$ cat src/rtl/mem_ctrl.sv
// mem_ctrl: byte-serial memory controller between the CPU cache/MEM stage and
// an 8-bit external RAM. It arbitrates IF word-fetch misses against data
// loads/stores (MEM wins), and splits each 1/2/4-byte access into consecutive
// byte transactions. Load bytes are reassembled little-endian. Completion is
// signalled by a one-cycle done pulse to the requester.
//
// Ports:
//   clk, rst                 clock, asynchronous active-low reset
//   if_req/if_addr/if_flush  IF word-load request, byte address, cancel
//   if_done/if_data          IF completion pulse and fetched word
//   mem_req/mem_wr_en/mem_sel/mem_addr/mem_wdata
//                            data request: store flag, size (01 B, 10 H,
//                            11 W, 00 no-op), byte address, store data
//   mem_done/mem_rdata       data completion pulse and zero-extended load data
//   ram_din                  RAM read byte, valid one cycle after ram_a
//   ram_dout/ram_a/ram_wr    registered RAM write byte, address, write strobe
module mem_ctrl #(
  parameter int ADDR_WIDTH = 17
) (
  input  logic                  clk,
  input  logic                  rst,
  input  logic                  if_req,
  input  logic [ADDR_WIDTH-1:0] if_addr,
  input  logic                  if_flush,
  output logic                  if_done,
  output logic [31:0]           if_data,
  input  logic                  mem_req,
  input  logic                  mem_wr_en,
  input  logic [1:0]            mem_sel,
  input  logic [ADDR_WIDTH-1:0] mem_addr,
  input  logic [31:0]           mem_wdata,
  output logic                  mem_done,
  output logic [31:0]           mem_rdata,
  input  logic [7:0]            ram_din,
  output logic [7:0]            ram_dout,
  output logic [ADDR_WIDTH-1:0] ram_a,
  output logic                  ram_wr
);

  typedef enum logic [1:0] {
    S_IDLE,
    S_ACCESS,
    S_DONE
  } state_t;

  state_t                state_q, state_d;
  logic                  src_if_q, src_if_d;   // 1 = IF access, 0 = MEM access
  logic                  wr_q, wr_d;
  logic [2:0]            n_q, n_d;             // byte count of the access
  logic [2:0]            k_q, k_d;             // index of the byte on ram_a
  logic [ADDR_WIDTH-1:0] base_q, base_d;
  logic [31:0]           wdata_q, wdata_d;
  logic [31:0]           rdata_q, rdata_d;     // load assembly buffer
  logic [31:0]           if_data_q, if_data_d;
  logic [31:0]           mem_rdata_q, mem_rdata_d;
  logic [ADDR_WIDTH-1:0] ram_a_q, ram_a_d;
  logic [7:0]            ram_dout_q, ram_dout_d;
  logic                  ram_wr_q, ram_wr_d;

  assign if_data   = if_data_q;
  assign mem_rdata = mem_rdata_q;
  assign ram_a     = ram_a_q;
  assign ram_dout  = ram_dout_q;
  assign ram_wr    = ram_wr_q;

  always_comb begin
    state_d     = state_q;
    src_if_d    = src_if_q;
    wr_d        = wr_q;
    n_d         = n_q;
    k_d         = k_q;
    base_d      = base_q;
    wdata_d     = wdata_q;
    rdata_d     = rdata_q;
    if_data_d   = if_data_q;
    mem_rdata_d = mem_rdata_q;
    // RAM port is idle unless a byte is explicitly issued below
    ram_a_d     = '0;
    ram_dout_d  = '0;
    ram_wr_d    = 1'b0;
    if_done     = 1'b0;
    mem_done    = 1'b0;

    case (state_q)
      S_IDLE: begin
        if (mem_req) begin
          src_if_d = 1'b0;
          base_d   = mem_addr;
          wr_d     = mem_wr_en;
          wdata_d  = mem_wdata;
          rdata_d  = '0;
          k_d      = '0;
          case (mem_sel)
            2'b01:   n_d = 3'd1;
            2'b10:   n_d = 3'd2;
            default: n_d = 3'd4;
          endcase
          if (mem_sel == 2'b00) begin
            state_d     = S_DONE;
            mem_rdata_d = '0;
          end else begin
            // Byte 0 is issued straight from the request so it appears on
            // the RAM port in the first ACCESS cycle.
            state_d    = S_ACCESS;
            ram_a_d    = mem_addr;
            ram_wr_d   = mem_wr_en;
            ram_dout_d = mem_wr_en ? mem_wdata[7:0] : 8'h00;
          end
        end else if (if_req && !if_flush) begin
          src_if_d = 1'b1;
          base_d   = if_addr;
          wr_d     = 1'b0;
          n_d      = 3'd4;
          k_d      = '0;
          rdata_d  = '0;
          state_d  = S_ACCESS;
          ram_a_d  = if_addr;
        end
      end

      S_ACCESS: begin
        if (src_if_q && if_flush) begin
          state_d = S_IDLE;
        end else if (wr_q) begin
          if (k_q == n_q - 3'd1) begin
            state_d     = S_DONE;
            mem_rdata_d = '0;
          end else begin
            k_d      = k_q + 3'd1;
            ram_a_d  = base_q + ADDR_WIDTH'(k_q + 3'd1);
            ram_wr_d = 1'b1;
            for (int i = 0; i < 4; i++) begin
              if (k_q + 3'd1 == 3'(i)) ram_dout_d = wdata_q[8*i +: 8];
            end
          end
        end else begin
          // ram_din now carries the byte issued one cycle ago (index k-1)
          for (int i = 0; i < 4; i++) begin
            if (k_q == 3'(i + 1)) rdata_d[8*i +: 8] = ram_din;
          end
          if (k_q == n_q) begin
            state_d = S_DONE;
            if (src_if_q) if_data_d   = rdata_d;
            else          mem_rdata_d = rdata_d;
          end else begin
            k_d = k_q + 3'd1;
            // the extra capture cycle after the last issue leaves ram_a idle
            if (k_q + 3'd1 < n_q) ram_a_d = base_q + ADDR_WIDTH'(k_q + 3'd1);
          end
        end
      end

      S_DONE: begin
        if (src_if_q) if_done  = !if_flush;
        else          mem_done = 1'b1;
        state_d = S_IDLE;
      end

      default: state_d = S_IDLE;
    endcase
  end

  always_ff @(posedge clk or negedge rst) begin
    if (!rst) begin
      state_q     <= S_IDLE;
      src_if_q    <= 1'b0;
      wr_q        <= 1'b0;
      n_q         <= '0;
      k_q         <= '0;
      if_data_q   <= '0;
      mem_rdata_q <= '0;
      ram_a_q     <= '0;
      ram_dout_q  <= '0;
      ram_wr_q    <= 1'b0;
    end else begin
      state_q     <= state_d;
      src_if_q    <= src_if_d;
      wr_q        <= wr_d;
      n_q         <= n_d;
      k_q         <= k_d;
      if_data_q   <= if_data_d;
      mem_rdata_q <= mem_rdata_d;
      ram_a_q     <= ram_a_d;
      ram_dout_q  <= ram_dout_d;
      ram_wr_q    <= ram_wr_d;
    end
  end

  // Per-access datapath latches; always rewritten on accept before use.
  always_ff @(posedge clk) begin
    base_q  <= base_d;
    wdata_q <= wdata_d;
    rdata_q <= rdata_d;
  end

endmodule

$ cat config.mk
export PLATFORM = sky130hd
export DESIGN_NAME = mem_ctrl
export DESIGN_NICKNAME = d
export VERILOG_FILES = /design/src/rtl/mem_ctrl.sv
export SDC_FILE = /design/constraint.sdc
export NUM_CORES = 1
export LEC_CHECK = 0
export CAP_MARGIN = 20
export CORE_ASPECT_RATIO = 0.8
export CORE_UTILIZATION = 40
export DETAILED_ROUTE_END_ITERATION = 8
export PLACE_DENSITY = 0.68
export SETUP_SLACK_MARGIN = 0.5
export SKIP_CTS_REPAIR_TIMING = 1
export SYNTH_ARGS = -nofsm -noshare
export SYNTH_HDL_FRONTEND = slang
export SYNTH_SLANG_ARGS = --single-unit
export TNS_END_PERCENT = 10
$ cat constraint.sdc
create_clock -name clk -period 3.4 [get_ports clk]
set_clock_uncertainty 0.15 [all_clocks]
set_input_delay 0.68 -clock clk [delete_from_list [all_inputs] [get_ports clk]]
set_output_delay 0.68 -clock clk [all_outputs]
set_load 0.005 [all_outputs]
-- After elaboration in Yosys (flattened, before gate mapping)
Cells that the tools add are included.
Widths: inputs -> output; s select.
- input port bits: 82
- register bits: 181
- word-level logic and storage cells: 131
- bits in latches: 0
- bits in writable memories: 0
- ROM bits: 0
- output and inout port bits: 92
- memories: 0
- shift operators: 0
- bitwise logic cells: 2
- reductions and logical operators: 15
- multipliers: 0
- order comparisons: 1
- divide/modulo/power cells: 0
- eq/ne operators: 25
- multiplexer cells: 71
- $add $sub $neg: 4
- operators by type and width (operator ; number):
    $mux 32 ; 11
    $mux 17 ; 10
    $pmux 32 s2 ; 2
    $mux 8 ; 14
    $pmux 17 s2 ; 1
    $mux 3 ; 8
    $ne 3x3->1 const B ; 6
    $add 17x4->17 ; 1
    $pmux 8 s2 ; 1
    $mux 2 ; 7
    $mux 1 ; 13
    $eq 3x2->1 const B ; 4
    $pmux 3 s2 ; 2
    $reduce_and 5->1 ; 2
    $ne 2x2->1 const B ; 4
    $ne 4x4->1 const B ; 2
    $reduce_and 7->1 ; 1
    $eq 3x1->1 const B ; 2
    $eq 3x3->1 ; 2
    $add 3x1->4 const B ; 1
    $eq 2x1->1 const B ; 2
    $eq 2x2->1 const B ; 2
    $logic_not 2->1 ; 2
    $pmux 2 s2 ; 1
    13 further kinds ; 17

-- Longest topological paths before layout
Gate-level depths: netlist of run 1.
- word-level depth: 10
- gate-level depth with buffers: 10
- gate-level depth less buffers: 9

-- Worst setup path after synthesis of run 1
No wires, ideal clock.
- kind: input-to-reg
- start point: in mem_req
- end point: reg rdata_q[0] (enable)
- arrival: 2858 ps
- setup slack: -40 ps
- library setup time: 432 ps
- buffers on the path: 1
- cell stages on the path: 4
- data required time: 2818 ps
- cell sequence: clkbuf_1 -> mux2i_1 -> a211o_1 -> a21oi_1
- word-level cells in the longest chain between the ends: 2
- RTL lines (item ; line ; text):
    start, declared ; 27 ; input logic mem_req,
    $ne 3x3->1 (no source line) ; - ;
    $reduce_and 4->1 (no source line) ; - ;
    end signal, assigned ; 193 ; rdata_q <= rdata_d;
    end, declared ; 53 ; logic [31:0] rdata_q, rdata_d;
No other way between the ends.
A chain may end at the register's enable or synchronous reset.

-- Worst setup path after layout of run 1
- start point: reg k_q[0]
- end point: reg if_data_q[23] (netlist: if_data[23])
- word-level cells in the longest chain between the ends: 2
- elaborated cells between the ends (all ways): 4
- those cells by class: eq/ne (2); mux (1); reduce/logical (1)
- RTL lines (item ; line ; text):
    start, declared ; 50 ; logic [2:0] k_q, k_d;
    start signal, assigned ; 180 ; k_q <= k_d;
    $eq 3x3->1 or $eq 3x2->1 (tied branches) ; 141, 139 ;
    $reduce_and 5->1 (no source line) or $mux 8 (tied branches) ; - ;
    end signal, assigned ; 181 ; if_data_q <= if_data_d;
    end, declared ; 54 ; logic [31:0] if_data_q, if_data_d;
Parallel ways exist; a longest one is shown, timed or not.

==> metrics.cfg, run 1 <==
[status]
run_status = finished clean

[die]
io_pins = 174
die_area_um2 = 20300
rows = 45
chipWidth_um = 159
core_area_um2 = 19100
initial_utilization = 0.412
die_h_um = 128

[synth]
synth-edff-count = 81
synth.distinct_cells = 50
synthesis.nets = 705
ys_top_cells_by_area = dfrtp_1, edfxtp_1, mux2i_1
synthFlopType = dfrtp_1
async_flop_share = 0.552
synth_warnings = 0
netlist_instances = 606
ys_ff_latch = 181
yosys.area.top_type = dfrtp_1
syn_area_um2 = 7890
syn_area_per_cell_um2 = 13.0
yosysTopAreaCellShare = 0.317
ys_seq_area_frac = 0.625

[power]
vdd_ir_drop_max_uv = 333
power_leakage_nw = 4.28
power_mw = 9.42
power_density_nw_per_um2 = 893

[place]
port_buffers = 173
dp_hpwl_um = 14000
routabilityCongestion = 0.843

[routing]
drc_errors = 0
avgRoutedWirePerCell_um = 19.0
routed_wl_um = 19900
via_per_inst = 5.37
antenna_left = 0
drtPass1Iterations = 5
drt_iter0_drc = 408
vias = 5619

[critical_path]
cp_data_arrival_time_ns = 2.95
crit_fanout = 64
cp-start-kind = flip-flop
end_kind = flip-flop
required_ns = 3.53
crit_type = reg -> reg

[global_routing]
grt_max_degree = 65
grt_pass1_wl_um = 30700
grt_usage = 0.199
grt_pass1_vias = 5697
grt-ovfl-total = 0
antenna_found_initial = 0

[final_layout]
fin_nets = 874
antenna_cells = 0
final_util = 0.551
layout-drive-gt1-share = 0.122
area_growth_pct = 33.7

[sta]
maxSlewViolCount = 0
min_period_ns = 2.82
grt_setup_unrepaired = true
hold_viol_final = 0
final-setup-viol-count = 0
worst_pin_slew_ns = 0.840
max_freq_mhz = 355
period_share = 0.829
relSlewSlack = 0.440

[clock_network]
cts_max_level = 4
ctsLongestPathBuffers = 2
numCtsBuffers = 17
clock-sinks = 181
cts-root-buf = clkbuf_16
cts_tree = built
clkTransAtPathRegs_ns = 0.07
clk_latency_ns = 0.42

[min_path]
hold_path_class = in -> async

[flow_run]
cap_viol_max_count = 0

-- per-layer routing --
layer  vias up  global-route usage  routed length (µm)
met5         -                   0                   0
met4         0              0.0526                 210
met3        17              0.0451                1290
met2       209               0.326                9450
met1      2791               0.267                8940
li1       2602                   -                   -
-- area by class of cell --
class	instances	area (µm²)
tap	258	323
timing repair buffer	184	1860
clock buffer	17	425
inverter	18	67.6
multi-input combinational	373	2740
fill	1593	8590
sequential	181	4930
clock inverter	15	199
-- synth_stat cells, drive strengths merged, types with 2 or more instances --
| master | n |
|---|---|
| a21o | 2 |
| a21oi | 6 |
| a22o | 10 |
| a32oi | 24 |
| and2 | 2 |
| and3 | 2 |
| and4 | 2 |
| buf | 13 |
| clkbuf | 21 |
| dfrtp | 100 |
| edfxtp | 81 |
| ha | 16 |
| inv | 17 |
| mux2 | 17 |
| mux2i | 33 |
| nand2 | 62 |
| nand3 | 11 |
| nand4 | 6 |
| nor2 | 41 |
| nor2b | 4 |
| nor3 | 3 |
| o21ai | 40 |
| o22ai | 25 |
| o2bb2ai | 32 |
| or2 | 2 |
| or4 | 2 |
| xnor2 | 4 |
| xor2 | 14 |
-- critical path: stages, from the launching register on --
cell and delay [ns]:
dfrtp_1 0.44, ha_1 0.38, or4_4 0.59, or4_4 0.77, nand2_1 0.22, o21ai_2 0.07
-- report_power, final --
part	internal (mW)	leakage (nW)	switching, mW	total (mW)
clock	1.24	0.303	0.864	2.10
sequential	3.22	2.12	0.449	3.67
combinational	1.71	1.86	1.94	3.65
total	6.17	4.28	3.25	9.42
-- flip-flops by register name, summed over array words and instances (netlist names) --
name / flops
ram_dout: 8
base_q: 17
rdata_q: 32
n_q: 3
ram_a: 17
wr_q: 1
src_if_q: 1
state_q: 2
if_data: 32
ram_wr: 1
mem_rdata: 32
k_q: 3
wdata_q: 32
-- logic make-up after synthesis --
logic type,Yosys count,share of synthesized area
adder cells (fa/ha/maj),17,0.0279
AO/OA/AOI/OAI,145,0.145
flip-flops,181,0.625
buffers and inverters,52,0.0323
AND/OR/NAND/NOR,142,0.0805
XOR/XNOR,19,0.0228
multiplexers,50,0.0661
-- cell usage in the layout, fill, tap and decap left out, types with 4 or more instances in the layout --
cell	instances
o21ai_0	10
nand2_1	62
edfxtp_1	81
inv_6	4
bufinv_16	4
inv_1	16
o21ai_1	5
dfrtp_1	100
nand4_1	6
xor2_1	14
clkbuf_16	17
o21ai_2	25
mux2i_1	33
o2bb2ai_1	32
clkdlybuf4s50_1	171
clkinv_1	4
a21oi_1	4
a22o_1	10
mux2_2	17
ha_1	15
nor2_1	39
xnor2_1	4
nor2b_1	4
o22ai_1	25
nand3_1	11
a32oi_1	24
buf_4	9
-- worst paths after layout --
kind,from,slack [ns],to,cells past startpoint
min in group clk,if_data[16],0.33,if_data[16],2
max reg2reg,k_q[0],0.58,if_data[23],5
min,rst,0.13,if_data[19],1
max in group asynchronous,rst,2.21,if_data[27],2
max,k_q[0],0.58,if_data[23],5
min reg2reg,if_data[16],0.33,if_data[16],2
-- per-stage QoR --
step                setup slack [ns]  TNS, ns  std cells  cell area (µm²)  hold slack [ns]
detailed placement             0.332        0       1014             9900            0.319
CTS                            0.269        0       1046            10500            0.151
floorplan                    -0.0107  -0.0746        606             7900            0.234
global placement               0.421        0       1013             9870            0.312
finish                         0.582        0       1046            10600            0.133
global route                   0.468        0       1046            10600            0.174
Power figures use the tool's default switching activity.
==> run 2, diff against run 1 <==
clock period = 2.5 ns   (was 3.4 ns; I/O delays follow)
==> metrics.cfg, run 2 (synthesis results as in run 1) <==
[die]
die_h_um = 128
chipWidth_um = 159
rows = 45
die_area_um2 = 20300
initial_utilization = 0.412
io_pins = 174
core_area_um2 = 19100

[critical_path]
required_ns = 2.65
cp_data_arrival_time_ns = 2.51
end_kind = flip-flop
startpoint = k_q[0]
path_common_cell = or4_4
path_cells = ha_4 -> or4_4 -> or4_4 -> buf_12 -> nand2_1 -> o21ai_2
crit_slowest_cell = or4_4
crit_type = reg -> reg
slowest_delay_ns = 0.50
crit_fanout = 28
r2r-start = k_q[0]
cp-start-kind = flip-flop

[sta]
hold_viol_final = 0
max_freq_mhz = 424
period_share = 0.944
worst_pin_slew_ns = 0.713
tns_ns = 0
relSlewSlack = 0.522
min_period_ns = 2.36
grt_setup_unrepaired = true
maxSlewViolCount = 0
final-setup-viol-count = 0

[routing]
antenna_left = 0
via_per_inst = 5.39
drc_errors = 0
avgRoutedWirePerCell_um = 19.1
routed_wl_um = 20500
vias = 5793
drt_iter0_drc = 354
drtPass1Iterations = 5

[final_layout]
layout-drive-gt1-share = 0.189
area_growth_pct = 40.1
fin_nets = 903
regArea_um2 = 4940
instances_no_fill = 1074
layout_common_cells = clkdlybuf4s50_1, dfrtp_1, edfxtp_1
layout_commonest_cell = clkdlybuf4s50_1
antenna_cells = 0
fillers = 1550
multi_input_area_um2 = 2960

[min_path]
hold_path_class = reg -> reg
min-delay-start = if_data[19]

[clock_network]
clkTransAtPathRegs_ns = 0.07
cts_max_level = 4
clock-sinks = 181
ctsLongestPathBuffers = 2
numCtsBuffers = 17
cts_tree = built
cts-root-buf = clkbuf_16
clk_latency_ns = 0.41

[power]
power_leakage_nw = 4.47
vdd_ir_drop_max_uv = 599
power_density_nw_per_um2 = 1210
power_mw = 13.4

[place]
dp.cells = 1033
port_buffers = 173
routabilityCongestion = 0.858
dp_hpwl_um = 14200

[global_routing]
grt-ovfl-total = 0
grt_pass1_wl_um = 31600
antenna_found_initial = 0
grt_pass1_vias = 5852
grt_max_degree = 47
grt_usage = 0.201

[status]
run_status = finished clean

[flow_run]
cap_viol_max_count = 0

==> run 2: cell type report <==
class	instances	area share
sequential	181	0.447
multi-input combinational	373	0.268
timing repair buffer	213	0.198
clock buffer	24	0.0455
tap	258	0.0292
inverter	18	0.00656
clock inverter	7	0.00634
==> run 2: worst paths after layout <==
path / end / slack [ns] / cells after the start
max in group asynchronous: src_if_q / 1.13 / 3
hold reg to reg: if_data[19] / 0.33 / 2
min in group asynchronous: if_data[20] / 0.42 / 2
setup reg to reg: if_data[28] / 0.14 / 6
hold / removal: if_data[19] / 0.33 / 2
setup / recovery: if_data[28] / 0.14 / 6
==> run 2: per-stage QoR <==
stage,area (µm²),util,setup WS [ns],hold WS [ns]
2_1_floorplan,8020,-,0.221,0.0544
3_3_place_gp,10200,0.531,0.0495,0.312
3_5_place_dp,10200,0.531,-0.0825,0.319
4_1_cts,10700,0.561,-0.170,-0.123
5_1_grt,11100,0.578,0.0940,0.359
6_report,11100,0.578,0.141,0.329
==> run 2: report_power, final <==
group / total, mW / switching [mW] / internal [mW]
combinational: 5.81 / 2.93 / 2.88
clock: 2.61 / 1.10 / 1.51
sequential: 4.98 / 0.589 / 4.39
total: 13.4 / 4.62 / 8.78
==> run 2: routing by layer <==
| layer | GRT usage | up-vias | routed length, µm |
|---|---|---|---|
| met5 | 0 | - | 0 |
| met1 | 0.271 | 2895 | 9090 |
| met4 | 0.0532 | 0 | 211 |
| met3 | 0.0503 | 16 | 1410 |
| met2 | 0.327 | 220 | 9770 |
| li1 | - | 2662 | - |
==> run 2: worst max-delay path, delay by kind of cell, from the launching register on <==
| family | cells | cell delay (ns) |
|---|---|---|
| and+or+nand+nor | 3 | 1.06 |
| DFF | 1 | 0.48 |
| adders and majority gates | 1 | 0.29 |
| buffers and inverters | 1 | 0.20 |
| AOI/OAI and AO/OA | 1 | 0.05 |
